## config.mk

```make
export PLATFORM = sky130hd
export DESIGN_NAME = router_vc_fifo_flat
export DESIGN_NICKNAME = d
export VERILOG_FILES = /design/src/rtl/router_vc_fifo_if.sv /design/src/rtl/router_vc_fifo.sv /design/src/flat_wrapper.sv
export SDC_FILE = /design/constraint.sdc
export NUM_CORES = 1
export LEC_CHECK = 0
export CORE_ASPECT_RATIO = 1.4
export CORE_UTILIZATION = 40
export DETAILED_ROUTE_END_ITERATION = 16
export GPL_ROUTABILITY_DRIVEN = 0
export HOLD_SLACK_MARGIN = 0.03
export SYNTH_ARGS = -nofsm -noshare
export SYNTH_HDL_FRONTEND = slang
export SYNTH_SLANG_ARGS = --single-unit
```

## constraint.sdc

```tcl
create_clock -name clk -period 3.25 [get_ports clk]
set_clock_uncertainty 0.15 [all_clocks]
set_input_delay 0.65 -clock clk [delete_from_list [all_inputs] [get_ports clk]]
set_output_delay 0.65 -clock clk [all_outputs]
set_load 0.005 [all_outputs]
```

## src/rtl/router_vc_fifo_if.sv

```systemverilog
// router_vc_fifo_if
//   Handshake bundle between the ingress links / egress stage and router_vc_fifo.
//   slave  : the FIFO side (takes enq/d_in/deq/clr, drives status and head word)
//   master : the producer/consumer side
//   Signals
//     clr      synchronous clear of all channels
//     d_in     packed write data, channel c at [c*V_P1WIDTH +: V_P1WIDTH]
//     enq      per-channel enqueue strobe
//     full_n   per-channel not-full
//     afull    per-channel almost-full
//     ovf      per-channel sticky overflow
//     d_out    head word of the granted channel
//     ch_out   index of the granted channel
//     empty_n  at least one channel holds data
//     deq      pop the granted head
interface router_vc_fifo_if #(
    parameter int V_P1WIDTH = 8,
    parameter int V_NCH     = 4,
    parameter int V_CHW     = 2
);
    logic                        clr;
    logic [V_NCH*V_P1WIDTH-1:0]  d_in;
    logic [V_NCH-1:0]            enq;
    logic [V_NCH-1:0]            full_n;
    logic [V_NCH-1:0]            afull;
    logic [V_NCH-1:0]            ovf;
    logic [V_P1WIDTH-1:0]        d_out;
    logic [V_CHW-1:0]            ch_out;
    logic                        empty_n;
    logic                        deq;

    modport slave (
        input  clr, d_in, enq, deq,
        output full_n, afull, ovf, d_out, ch_out, empty_n
    );

    modport master (
        output clr, d_in, enq, deq,
        input  full_n, afull, ovf, d_out, ch_out, empty_n
    );
endinterface

```

## src/rtl/router_vc_fifo.sv

```systemverilog
// router_vc_fifo
//   V_NCH independent circular FIFOs of V_P2DEPTH entries each, merged onto one
//   output by a round-robin arbiter. The arbiter pointer only advances on a
//   successful dequeue, to the channel after the one just served.
//   Ports
//     clk    rising-edge clock
//     rst_n  asynchronous active-low reset
//     bus    router_vc_fifo_if.slave (enqueue/dequeue handshake and status)
module router_vc_fifo #(
    parameter int V_P1WIDTH      = 8,
    parameter int V_P2DEPTH      = 4,
    parameter int V_P3CNTR_WIDTH = 2,
    parameter int V_NCH          = 4,
    parameter int V_CHW          = 2,
    parameter int V_AFULL_THRESH = 3
) (
    input  logic              clk,
    input  logic              rst_n,
    router_vc_fifo_if.slave   bus
);
    localparam int CNTW = V_P3CNTR_WIDTH + 1;

    logic [V_P1WIDTH-1:0]      mem     [V_NCH][V_P2DEPTH];
    logic [V_P3CNTR_WIDTH-1:0] wr_ptr  [V_NCH];
    logic [V_P3CNTR_WIDTH-1:0] rd_ptr  [V_NCH];
    logic [CNTW-1:0]           count   [V_NCH];
    logic [V_CHW-1:0]          rr_ptr;
    logic [V_NCH-1:0]          ovf;

    logic [V_NCH-1:0]          full_n;
    logic [V_NCH-1:0]          afull;
    logic [V_NCH-1:0]          not_empty;
    logic [V_CHW-1:0]          grant;
    logic                      any;
    logic                      deq_ok;

    always_comb begin
        for (int c = 0; c < V_NCH; c++) begin
            full_n[c]    = (count[c] != CNTW'(V_P2DEPTH));
            afull[c]     = (count[c] >= CNTW'(V_AFULL_THRESH));
            not_empty[c] = (count[c] != '0);
        end
    end

    // Cyclic scan starting at rr_ptr; the sum is one bit wider so the wrap
    // also works when V_NCH is not a power of two.
    always_comb begin
        logic [V_CHW:0] idx;
        grant = '0;
        any   = 1'b0;
        for (int i = 0; i < V_NCH; i++) begin
            idx = {1'b0, rr_ptr} + (V_CHW+1)'(i);
            if (idx >= (V_CHW+1)'(V_NCH))
                idx = idx - (V_CHW+1)'(V_NCH);
            if (!any && not_empty[idx[V_CHW-1:0]]) begin
                grant = idx[V_CHW-1:0];
                any   = 1'b1;
            end
        end
    end

    assign deq_ok = bus.deq && any;

    assign bus.full_n  = full_n;
    assign bus.afull   = afull;
    assign bus.ovf     = ovf;
    assign bus.empty_n = any;
    assign bus.ch_out  = any ? grant : '0;
    assign bus.d_out   = any ? mem[grant][rd_ptr[grant]] : '0;

    always_ff @(posedge clk or negedge rst_n) begin
        if (!rst_n) begin
            for (int c = 0; c < V_NCH; c++) begin
                wr_ptr[c] <= '0;
                rd_ptr[c] <= '0;
                count[c]  <= '0;
            end
            rr_ptr <= '0;
            ovf    <= '0;
        end else if (bus.clr) begin
            for (int c = 0; c < V_NCH; c++) begin
                wr_ptr[c] <= '0;
                rd_ptr[c] <= '0;
                count[c]  <= '0;
            end
            rr_ptr <= '0;
            ovf    <= '0;
        end else begin
            for (int c = 0; c < V_NCH; c++) begin
                logic do_enq;
                logic do_deq;
                do_enq = bus.enq[c] && full_n[c];
                do_deq = deq_ok && (grant == V_CHW'(c));
                if (do_enq)
                    wr_ptr[c] <= wr_ptr[c] + 1'b1;
                if (do_deq)
                    rd_ptr[c] <= rd_ptr[c] + 1'b1;
                case ({do_enq, do_deq})
                    2'b10:   count[c] <= count[c] + 1'b1;
                    2'b01:   count[c] <= count[c] - 1'b1;
                    default: count[c] <= count[c];
                endcase
                if (bus.enq[c] && !full_n[c])
                    ovf[c] <= 1'b1;
            end
            if (deq_ok)
                rr_ptr <= (grant == V_CHW'(V_NCH-1)) ? '0 : grant + 1'b1;
        end
    end

    // Storage is not reset: reads are masked whenever the granted channel is empty.
    always_ff @(posedge clk) begin
        for (int c = 0; c < V_NCH; c++) begin
            if (!bus.clr && bus.enq[c] && full_n[c])
                mem[c][wr_ptr[c]] <= bus.d_in[c*V_P1WIDTH +: V_P1WIDTH];
        end
    end
endmodule
```

## src/flat_wrapper.sv

```systemverilog
// flat-port wrapper written by rule: the top's interface ports become plain ports
module router_vc_fifo_flat 
#(
    parameter int V_P1WIDTH      = 8,
    parameter int V_P2DEPTH      = 4,
    parameter int V_P3CNTR_WIDTH = 2,
    parameter int V_NCH          = 4,
    parameter int V_CHW          = 2,
    parameter int V_AFULL_THRESH = 3
)
  (clk, rst_n, bus_clr, bus_d_in, bus_enq, bus_deq, bus_full_n, bus_afull, bus_ovf, bus_d_out, bus_ch_out, bus_empty_n);
  router_vc_fifo_if #(.V_P1WIDTH(V_P1WIDTH), .V_NCH(V_NCH), .V_CHW(V_CHW)) bus_i ();
  input  logic clk;
  input  logic rst_n;
  input wire logic [$bits(bus_i.clr)-1:0] bus_clr;
  input wire logic [$bits(bus_i.d_in)-1:0] bus_d_in;
  input wire logic [$bits(bus_i.enq)-1:0] bus_enq;
  input wire logic [$bits(bus_i.deq)-1:0] bus_deq;
  output wire logic [$bits(bus_i.full_n)-1:0] bus_full_n;
  output wire logic [$bits(bus_i.afull)-1:0] bus_afull;
  output wire logic [$bits(bus_i.ovf)-1:0] bus_ovf;
  output wire logic [$bits(bus_i.d_out)-1:0] bus_d_out;
  output wire logic [$bits(bus_i.ch_out)-1:0] bus_ch_out;
  output wire logic [$bits(bus_i.empty_n)-1:0] bus_empty_n;
  assign bus_i.clr = bus_clr;
  assign bus_i.d_in = bus_d_in;
  assign bus_i.enq = bus_enq;
  assign bus_i.deq = bus_deq;
  assign bus_full_n = bus_i.full_n;
  assign bus_afull = bus_i.afull;
  assign bus_ovf = bus_i.ovf;
  assign bus_d_out = bus_i.d_out;
  assign bus_ch_out = bus_i.ch_out;
  assign bus_empty_n = bus_i.empty_n;
  router_vc_fifo #(.V_P1WIDTH(V_P1WIDTH), .V_P2DEPTH(V_P2DEPTH), .V_P3CNTR_WIDTH(V_P3CNTR_WIDTH), .V_NCH(V_NCH), .V_CHW(V_CHW), .V_AFULL_THRESH(V_AFULL_THRESH)) u_core (.clk(clk), .rst_n(rst_n), .bus(bus_i));
endmodule
```

==> flow_summary_export.csv, run 1 <==
group,metric,value,unit
status,status,"finished with violations",
status,violations,"negative setup slack",
cts,cts_tree,"done",
synthesis,syn-num-nets,596,
final_layout,area.growth.synth_to_final,31.3,%
grt,grt_max_degree,35,
power,p_sw,4140,uW
final_layout,final_common_cell,"edfxtp_1",
place,dp.cells,872,
power,total_power,11400,uW
power,ir_drop,572,uV
power,switching_share,0.362,
grt,grt_overflow,0,
timing,setup_violations,8,
synthesis,async_flop_share,0.210,
timing,max-slew-margin-rel,0.479,
critical_path,required,2.45,ns
grt,first_global_vias,5200,
cts,cts_hold_buf,0,
timing,finalHoldViolCount,0,
route,drc,0,
die,num_rows,58,
route,vias,4863,
place,portBuffers,62,
final_layout,fin_util,0.543,
synthesis,synthCells,534,
synthesis,seq_area_frac_synth,0.626,
timing,achievable-frequency,0.268,GHz
cts,clock-sinks,162,
grt,antenna_found_initial,0,
timing,rsz0062_at_grt,"true",
cts,clkTransAtPathRegs,0.06,ns
route,avgRoutedWirePerCell,19.4,microns
power,power.density,1160,nW/um^2
final_layout,drive_above_1_share,0.260,
synthesis,syn-cell-area,7500,sq um
timing,min_period,3.72,ns
grt,grt_pass1_wl,28000,microns
synthesis,ys_ff_latch,162,
route,drt_first_pass_iters,5,
synthesis,synth_enable_flop_cells,128,
die,coreArea,18100,sq um
synthesis,syn_avg_cell_area,14.0,sq um
place,placed_cell_area,8770,sq um
power,power_frac_comb,0.595,
final_layout,final_cell_area,9850,sq um
die,chipWidth,118,microns
die,start_util,0.414,
final_layout,finalNetCount,743,
route,wirelength,18100,microns
route,route.met2.wl,9830,microns
power,p_leak,0.00381,uW
final_layout,stdcell_count,933,
critical_path,critPathLaunchType,"register",
power,pwr-share-clk,0.180,
route,final_antenna_net_count,0,
cts,clockBufferDepth,2,
power,p_int,7300,uW
cts,clk_latency,0.42,ns
final_layout,final_cell_mix,"edfxtp_1 (128), buf_4 (77), mux2i_1 (68)",
route,wl_met1,7000,microns
critical_path,arrival,2.92,ns
flow_run,cap_viol_max_count,0,
timing,worst_pin_slew,0.782,ns
critical_path,endpoint_kind,"output port",
power,seqPwrFrac,0.225,
die,die-area,19300,sq um
route,highest_layer,"met4",
route,met3_length,692,microns
timing,slew_viol_final,0,
die,pin_count,63,
min_path,hp-class,"in -> async",
cts,cts-root-buf,"clkbuf_16",
cts,cts_buffers,17,
die,die_h,164,microns
timing,fin_ws,-0.475,ns
route,viasPerCell,5.21,
synthesis,synthFlopType,"edfxtp_1",
critical_path,critPathKind,"reg -> out",
place,hpwl,13100,microns
route,drtIter0Drc,235,
synthesis,yosys_warnings,0,
cts,h-tree-depth,4,
timing,finalCritPeriodShare,1.15,
critical_path,path_max_fanout,8,
timing,timing.hold.ws,0.143,ns
final_layout,n_antenna_cell,0,
synthesis,yosysUniqueCellTypes,52,
grt,grt_use_total,0.197,
synthesized netlist by cell type (5+ instances only):
library cell | n | area share
buf_2 | 9 | 0.0060
o211ai_1 | 7 | 0.0070
and3_1 | 7 | 0.0058
clkbuf_1 | 9 | 0.0045
a311oi_1 | 17 | 0.020
inv_1 | 17 | 0.0085
nor3_1 | 5 | 0.0033
xor2_1 | 6 | 0.0070
nor2_1 | 37 | 0.019
a21oi_1 | 7 | 0.0047
edfxtp_1 | 128 | 0.51
ha_1 | 18 | 0.030
xnor2_1 | 14 | 0.016
nand2_1 | 27 | 0.014
mux2i_1 | 78 | 0.10
and2_1 | 18 | 0.015
buf_4 | 5 | 0.0050
a31oi_1 | 6 | 0.0050
dfrtp_1 | 34 | 0.11
nand3_1 | 9 | 0.0060
a211oi_1 | 12 | 0.012
power groups by stage:
| stage | registers, uW | logic (uW) | clock network [uW] |
|---|---|---|---|
| 2_1_floorplan | 2600 | 3400 | 0 |
| 3_3_place_gp | 2600 | 5550 | 0 |
| 3_5_place_dp | 2610 | 5690 | 0 |
| 4_1_cts | 2570 | 6620 | 2080 |
| 5_1_grt | 2600 | 7290 | 2160 |
| 6_report | 2580 | 6810 | 2050 |
final timing paths:
kind | startpoint | end | slack, ns | cells after the start
max in group asynchronous | rst_n | u_core.rd_ptr[1] | 2.29 | 1
worst min-delay path | rst_n | u_core.bus.ovf[2] | 0.14 | 1
min in group clk | u_core.bus.ovf[1] | u_core.bus.ovf[1] | 0.35 | 2
worst max register to register | u_core.count[8] | u_core.count[2] | 0.16 | 12
worst min register to register | u_core.bus.ovf[1] | u_core.bus.ovf[1] | 0.35 | 2
worst max-delay path | u_core.count[5] | bus_d_out[0] | -0.47 | 13
per-layer routing:
layer / track usage / vias up
met3: 0.0344 / 36
met5: 0 / -
met2: 0.369 / 138
li1: - / 2295
met1: 0.214 / 2394
met4: 0.0921 / 0
stage by stage:
| step | setup TNS, ns | worst slack (ns) |
|---|---|---|
| after floorplan | 0 | 0.106 |
| after global placement | -2.74 | -0.374 |
| after detailed placement | -3.30 | -0.455 |
| after CTS | -2.97 | -0.419 |
| after global routing | -4.45 | -0.620 |
| final | -3.41 | -0.475 |
worst max-delay path, cell delays in order (launching register included):
cell	delay [ns]
dfrtp_1	0.42
nor3_4	0.22
buf_6	0.15
nor3_4	0.05
o21ai_2	0.21
clkinv_4	0.15
buf_12	0.17
o211ai_1	0.25
buf_4	0.17
buf_4	0.13
nand2_2	0.10
o221a_1	0.16
a211oi_2	0.19
buf_2	0.14
flip-flops by register name, indices dropped and copies added (netlist names):
register        count
u_core.bus.ovf      4
u_core.rd_ptr       8
u_core.rr_ptr       2
u_core.count       12
u_core.wr_ptr       8
u_core.mem        128
repair_timing:
item                                    4_1_cts  5_1_grt
resized for setup                            76       17
cloned                                        2        0
pin swaps                                    24       17
endpoints found under the setup margin        9       10
hold endpoints to repair                      0        0
buffers inserted                             22        7
area by class of cell:
| cell class | instances | area, sq um |
|---|---|---|
| repair buffers | 156 | 1430 |
| multi-input cells | 324 | 2740 |
| clock buffers | 18 | 429 |
| clock inverters | 13 | 183 |
| well taps | 240 | 300 |
| flip-flops and latches | 162 | 4690 |
| inverters | 20 | 82.6 |
| fillers | 1523 | 8290 |
kinds of logic after synthesis:
group,after synthesis,share of synthesized area
compound gates,73,0.0771
simple gates,127,0.0884
buf+inv,48,0.0327
fa+ha+maj,22,0.0407
xor+xnor,20,0.0233
mux,82,0.112
flops,162,0.626
(Power assumes the default switching activity.)
==> run 2, diff against run 1 <==
--- a/config.mk
+++ b/config.mk
@@ -10,6 +10,7 @@
 export DETAILED_ROUTE_END_ITERATION = 16
 export GPL_ROUTABILITY_DRIVEN = 0
 export HOLD_SLACK_MARGIN = 0.03
+export PLACE_DENSITY = 0.58
 export SYNTH_ARGS = -nofsm -noshare
 export SYNTH_HDL_FRONTEND = slang
 export SYNTH_SLANG_ARGS = --single-unit
==> run 2 against run 1 <==
Critical path type unchanged. Hold slack better by 0.027 ns. The run still ends with negative setup slack left. Sequential power about the same. Worst setup slack worse by 0.0083 ns. Total power decreased by 0.65%. Clock power is 6% lower. Largest cell class unchanged. First-iteration DRC count decreased by 6.4%. Design area is 0.29% lower. Maximum frequency down 0.22%.
==> flow_summary_export.csv, run 2 (synthesis gave the netlist of run 1 again) <==
group,metric,value,unit
status,status,"finished with violations",
status,violations,"negative setup slack",
final_layout,drive_above_1_share,0.271,
critical_path,path_max_fanout,16,
critical_path,crit_slowest_cell,"or3_4",
grt,first_global_vias,5094,
place,dp.cells,875,
cts,clock-sinks,162,
route,wirelength,18700,microns
critical_path,path_buf_inv,4,
final_layout,final_common_cell,"edfxtp_1",
timing,slew_viol_final,0,
critical_path,arrival,2.93,ns
critical_path,cp_common_cell,"or3_4",
cts,cts_tree,"done",
final_layout,fin_util,0.541,
timing,min_period,3.73,ns
cts,cts_buffers,17,
die,num_rows,58,
critical_path,r2r_slack,0.16,ns
critical_path,endpoint_kind,"output port",
critical_path,critPathLaunchType,"register",
die,coreArea,18100,sq um
flow_run,cap_viol_max_count,0,
final_layout,finalNetCount,735,
timing,finalCritPeriodShare,1.15,
die,die-area,19300,sq um
place,hpwl,13400,microns
grt,grt_max_degree,35,
grt,grt_use_total,0.203,
die,start_util,0.414,
cts,clk_latency,0.43,ns
timing,rsz0062_at_grt,"true",
cts,clockBufferDepth,2,
critical_path,required,2.45,ns
die,die_h,164,microns
critical_path,cp_cell_sequence,"or3_4 > or3_4 > nand3_4 > inv_4 > buf_12 > buf_4 > mux2i_2 > mux2i_1 > a211oi_2 > buf_2",
cts,cts-root-buf,"clkbuf_16",
cts,h-tree-depth,4,
final_layout,area.growth.synth_to_final,30.9,%
grt,grt_overflow,0,
timing,finalHoldViolCount,0,
route,drtIter0Drc,220,
timing,max-slew-margin-rel,0.445,
route,avgRoutedWirePerCell,20.2,microns
route,final_antenna_net_count,0,
die,pin_count,63,
route,drt_first_pass_iters,5,
timing,timing.hold.ws,0.170,ns
grt,antenna_found_initial,0,
timing,worst_pin_slew,0.833,ns
route,drc,0,
power,power.density,1160,nW/um^2
power,p_leak,0.00377,uW
die,chipWidth,118,microns
timing,fin_ws,-0.483,ns
final_layout,n_antenna_cell,0,
route,vias,4846,
critical_path,critPathKind,"reg -> out",
critical_path,cp_top_family,"simple AND/OR/NAND/NOR gates",
final_layout,final_cell_mix,"edfxtp_1 (128), buf_4 (72), mux2i_1 (65)",
final_layout,stdcell_count,926,
cts,cts_hold_buf,0,
cts,clkTransAtPathRegs,0.06,ns
route,viasPerCell,5.23,
grt,grt_pass1_wl,28600,microns
final_layout,largest_register_ff_count,128,
place,portBuffers,62,
critical_path,max_stage_delay,0.43,ns
timing,setup_violations,8,
timing,achievable-frequency,0.268,GHz
min_path,hp-class,"in -> async",
power,total_power,11400,uW
place,pre_cts_slack,-0.540,ns
power,ir_drop,710,uV
run 2: routing by layer:
layer  routed length, microns  share of wire  track usage
met1                     7420           0.40        0.231
met2                    10100           0.54        0.375
met3                      663          0.036       0.0403
met4                      477          0.026       0.0740
met5                        0              0            0
run 2: final timing paths:
path	from	endpoint	cells after the start
hold / removal	rst_n	u_core.wr_ptr[6]	1
hold reg to reg	u_core.bus.ovf[0]	u_core.bus.ovf[0]	2
min in group clk	u_core.bus.ovf[0]	u_core.bus.ovf[0]	2
max in group asynchronous	rst_n	u_core.rd_ptr[0]	1
setup / recovery	u_core.count[7]	bus_d_out[2]	10
setup reg to reg	u_core.count[3]	u_core.count[2]	13
run 2: report_power, final:
part	total, uW	leakage (uW)	switching, uW	internal, uW
Combinational	6840	0.00187	3300	3550
Clock	1930	0.000279	850	1080
Sequential	2590	0.00162	146	2450
Total	11400	0.00377	4290	7070
run 2: repair_timing:
item / in CTS / in global routing
buffers inserted: 17 / 4
setup endpoints to repair: 10 / 8
pin swaps: 24 / 19
gates resized for setup: 84 / 17
gates cloned: 2 / 0
run 2: cell type report:
class | instances | area, sq um
clock buffer | 18 | 429
clock inverter | 14 | 141
fill | 1539 | 8320
inverter | 20 | 82.6
multi-input combinational | 324 | 2830
sequential | 162 | 4690
tap | 240 | 300
timing repair buffer | 148 | 1350
run 2: per-stage QoR:
step	area [sq um]	setup TNS (ns)
floorplan	7500	0
global placement	8800	-3.03
detailed placement	8800	-3.48
CTS	9760	-3.26
global route	9820	-4.69
finish	9820	-3.57
==> RTL change: new RTL, config.mk and constraints of run 1 <==
`V_CHW` is set to 2 in 3 places; all go to 4.
--- a/src/rtl/router_vc_fifo_if.sv
+++ b/src/rtl/router_vc_fifo_if.sv
@@ -17,5 +17,5 @@
     parameter int V_P1WIDTH = 8,
     parameter int V_NCH     = 4,
-    parameter int V_CHW     = 2
+    parameter int V_CHW     = 4
 );
     logic                        clr;
--- a/src/rtl/router_vc_fifo.sv
+++ b/src/rtl/router_vc_fifo.sv
@@ -12,5 +12,5 @@
     parameter int V_P3CNTR_WIDTH = 2,
     parameter int V_NCH          = 4,
-    parameter int V_CHW          = 2,
+    parameter int V_CHW          = 4,
     parameter int V_AFULL_THRESH = 3
 ) (
--- a/src/flat_wrapper.sv
+++ b/src/flat_wrapper.sv
@@ -6,5 +6,5 @@
     parameter int V_P3CNTR_WIDTH = 2,
     parameter int V_NCH          = 4,
-    parameter int V_CHW          = 2,
+    parameter int V_CHW          = 4,
     parameter int V_AFULL_THRESH = 3
 )
Ports: changed (resized bus_ch_out); port bits go from 63 to 65. No check against the original RTL was run, so the function may have changed too.
==> RTL change against run 1 <==
The flow still finishes with violations (negative setup slack). Die area up 12%. First-iteration DRC count up 40%. Wire length up 24%. Sequential cell count up 2. Design area up 18%. Via count up 25%. Setup slack worse by 1.1 ns. Register-to-register slack worse by 1.3 ns. Synthesized area up 12%.
Power is not shown: default switching activity piles up to over one toggle a cycle in this logic, so the estimate is an artifact.
==> RTL change: results (changes against run 1) <==
{| class="wikitable"
! Metric !! Value
|-
| Result of the run || finished, violations left
|-
| Violations in the final reports || negative setup slack
|-
| Number of global-route vias before repair || 6395 (+23%)
|-
| Net count after synthesis || 740 (+24%)
|-
| Synth top area cells || sky130_fd_sc_hd__edfxtp_1, sky130_fd_sc_hd__dfrtp_1, sky130_fd_sc_hd__ha_1, sky130_fd_sc_hd__nand2_1, sky130_fd_sc_hd__mux2i_1
|-
| CP Data Arrival Time || 3.98 ns (+1.06 ns)
|-
| Cell type group with the largest total delay on the critical path || simple AND/OR/NAND/NOR gates
|-
| R2R Path Start || u_core.count[7]$_DFFE_PN0P_
|-
| Ratio of cells with drive above 1 in the final layout || 35.38% (+9.4 points)
|-
| Grt met1 use || 22.91% (+1.5 points)
|-
| Placed cell areas || 0.01009 mm2 (+15%)
|-
| Met2 usage in global routing || 40.06% (+3.2 points)
|-
| Slowest cell delay on critical path || 0.49 ns (+0.07 ns)
|-
| Critical-path maximum fanout || 4 (-4)
|-
| Logic depth of the worst register-to-register path || 20 (+8)
|-
| PortBufs || 64 (+3.2%)
|-
| Number of DRC markers after the initial detailed-route iteration || 328 (+40%)
|-
| Worst reg2reg path endpoint || u_core.count[11]$_DFFE_PN0P_
|-
| Count of cell types in the netlist || 70 (+35%)
|-
| Hold Worst Slack || 0.1871 ns (+0.04367 ns)
|-
| Crit path max-delay cell type || sky130_fd_sc_hd__or4b_4
|-
| GR Layer Usage met3 || 2.994% (-0.44 points)
|-
| Drt wl/cell || 19.81 um (+2.2%)
|-
| CTS max path bufs || 2 (unchanged)
|-
| Total GRT Usage || 21.21% (+1.6 points)
|-
| Async set-reset flop share out of synthesis || 21.95% (+0.96 points)
|-
| Smallest setup slack after layout || -1.534 ns (-1.060 ns)
|-
| 1st-pass router iterations || 5 (unchanged)
|-
| Commonest cells in the netlist || sky130_fd_sc_hd__edfxtp_1, sky130_fd_sc_hd__nand2_1, sky130_fd_sc_hd__nor2_1, sky130_fd_sc_hd__dfrtp_1, sky130_fd_sc_hd__nand3_1
|-
| Register-to-register path setup slack || -1.17 ns (-1.33 ns)
|-
| Setup violators final || 36 (+28)
|-
| Worst max-slew margin expressed relative to the limit || 40.45% (-7.4 points)
|-
| Worst skew pair latency || ~0.43 ns
|-
| Total number of vias || 6073 (+25%)
|-
| Wire length of the first global-routing pass || 34870 um (+25%)
|-
| Share of the yosys chip area belonging to registers || 56.51% (-6.1 points)
|-
| Maximum number of pins on one net before global-route repair || 37 (+5.7%)
|-
| Final-stage net count || 943 (+27%)
|-
| HPWL after DPL || 15740 um (+20%)
|}
-- RTL change: changes by cell type after synthesis, sizes merged, moves of 8 or more --
cell,change
a211oi,-11
a21o,+8
a21oi,+18
a221o,+8
a311oi,-17
ha,+14
mux2i,-52
mux4,+10
nand2,+58
nand3,+26
or3,+10
-- RTL change: area by class of cell --
type,instances,area [um2]
multi-input combinational,452,3916
sequential,164,4748
fill,1659,8905
inverter,21,88.84
tap,256,320.3
clock inverter,14,193.9
clock buffer,17,425.4
timing repair buffer,211,1959
-- RTL change: how the worst max path moves through the flow --
stage | cells after the start | slack (ns) | startpoint | to
CTS | 15 | -1.52 | u_core.rr_ptr[1]$_DFFE_PN0P_ | bus_d_out[7]
floorplan | 15 | -1.10 | u_core.rr_ptr[1]$_DFFE_PN0P_ | bus_d_out[2]
finish | 15 | -1.53 | u_core.rr_ptr[1]$_DFFE_PN0P_ | bus_d_out[7]
global route | 15 | -1.70 | u_core.rr_ptr[1]$_DFFE_PN0P_ | bus_d_out[7]
detailed placement | 13 | -1.36 | u_core.rr_ptr[1]$_DFFE_PN0P_ | bus_d_out[2]
global placement | 14 | -1.26 | u_core.rr_ptr[0]$_DFFE_PN0P_ | bus_d_out[7]
-- RTL change: repair_timing --
item / in CTS / in global routing
pin swaps: 48 / 36
setup buffers: 40 / 21
gates cloned: 2 / 0
gates resized for setup: 129 / 47
endpoints found under the setup margin: 36 / 36
-- RTL change: logic make-up (layout without fill, tap and decap cells) --
kind of cell / count (synthesis) / count (layout) / share of synthesized area (%)
AND/OR/NAND/NOR: 245 / 245 / 15.47
AO/OA/AOI/OAI: 107 / 108 / 10.49
XOR/XNOR: 27 / 27 / 3.174
multiplexers: 36 / 36 / 6.006
flip-flops: 164 / 164 / 56.51
buffers and inverters: 49 / 263 / 2.623
adder cells (fa/ha/maj): 36 / 36 / 5.723
-- RTL change: per-stage QoR --
stage | std cells | setup slack [ns] | setup TNS, ns
floorplan | 664 | -1.097 | -21.53
global placement | 1049 | -1.256 | -25.60
detailed placement | 1049 | -1.361 | -28.82
CTS | 1120 | -1.518 | -30.64
global route | 1135 | -1.700 | -35.64
finish | 1135 | -1.534 | -30.59
-- RTL change: per-layer routing --
| metal | vias up | wire length [um] |
|---|---|---|
| li1 | 2861 | - |
| met1 | 3018 | 8485 |
| met4 | 0 | 875 |
| met3 | 45 | 679 |
| met2 | 149 | 12440 |
| met5 | - | 0 |
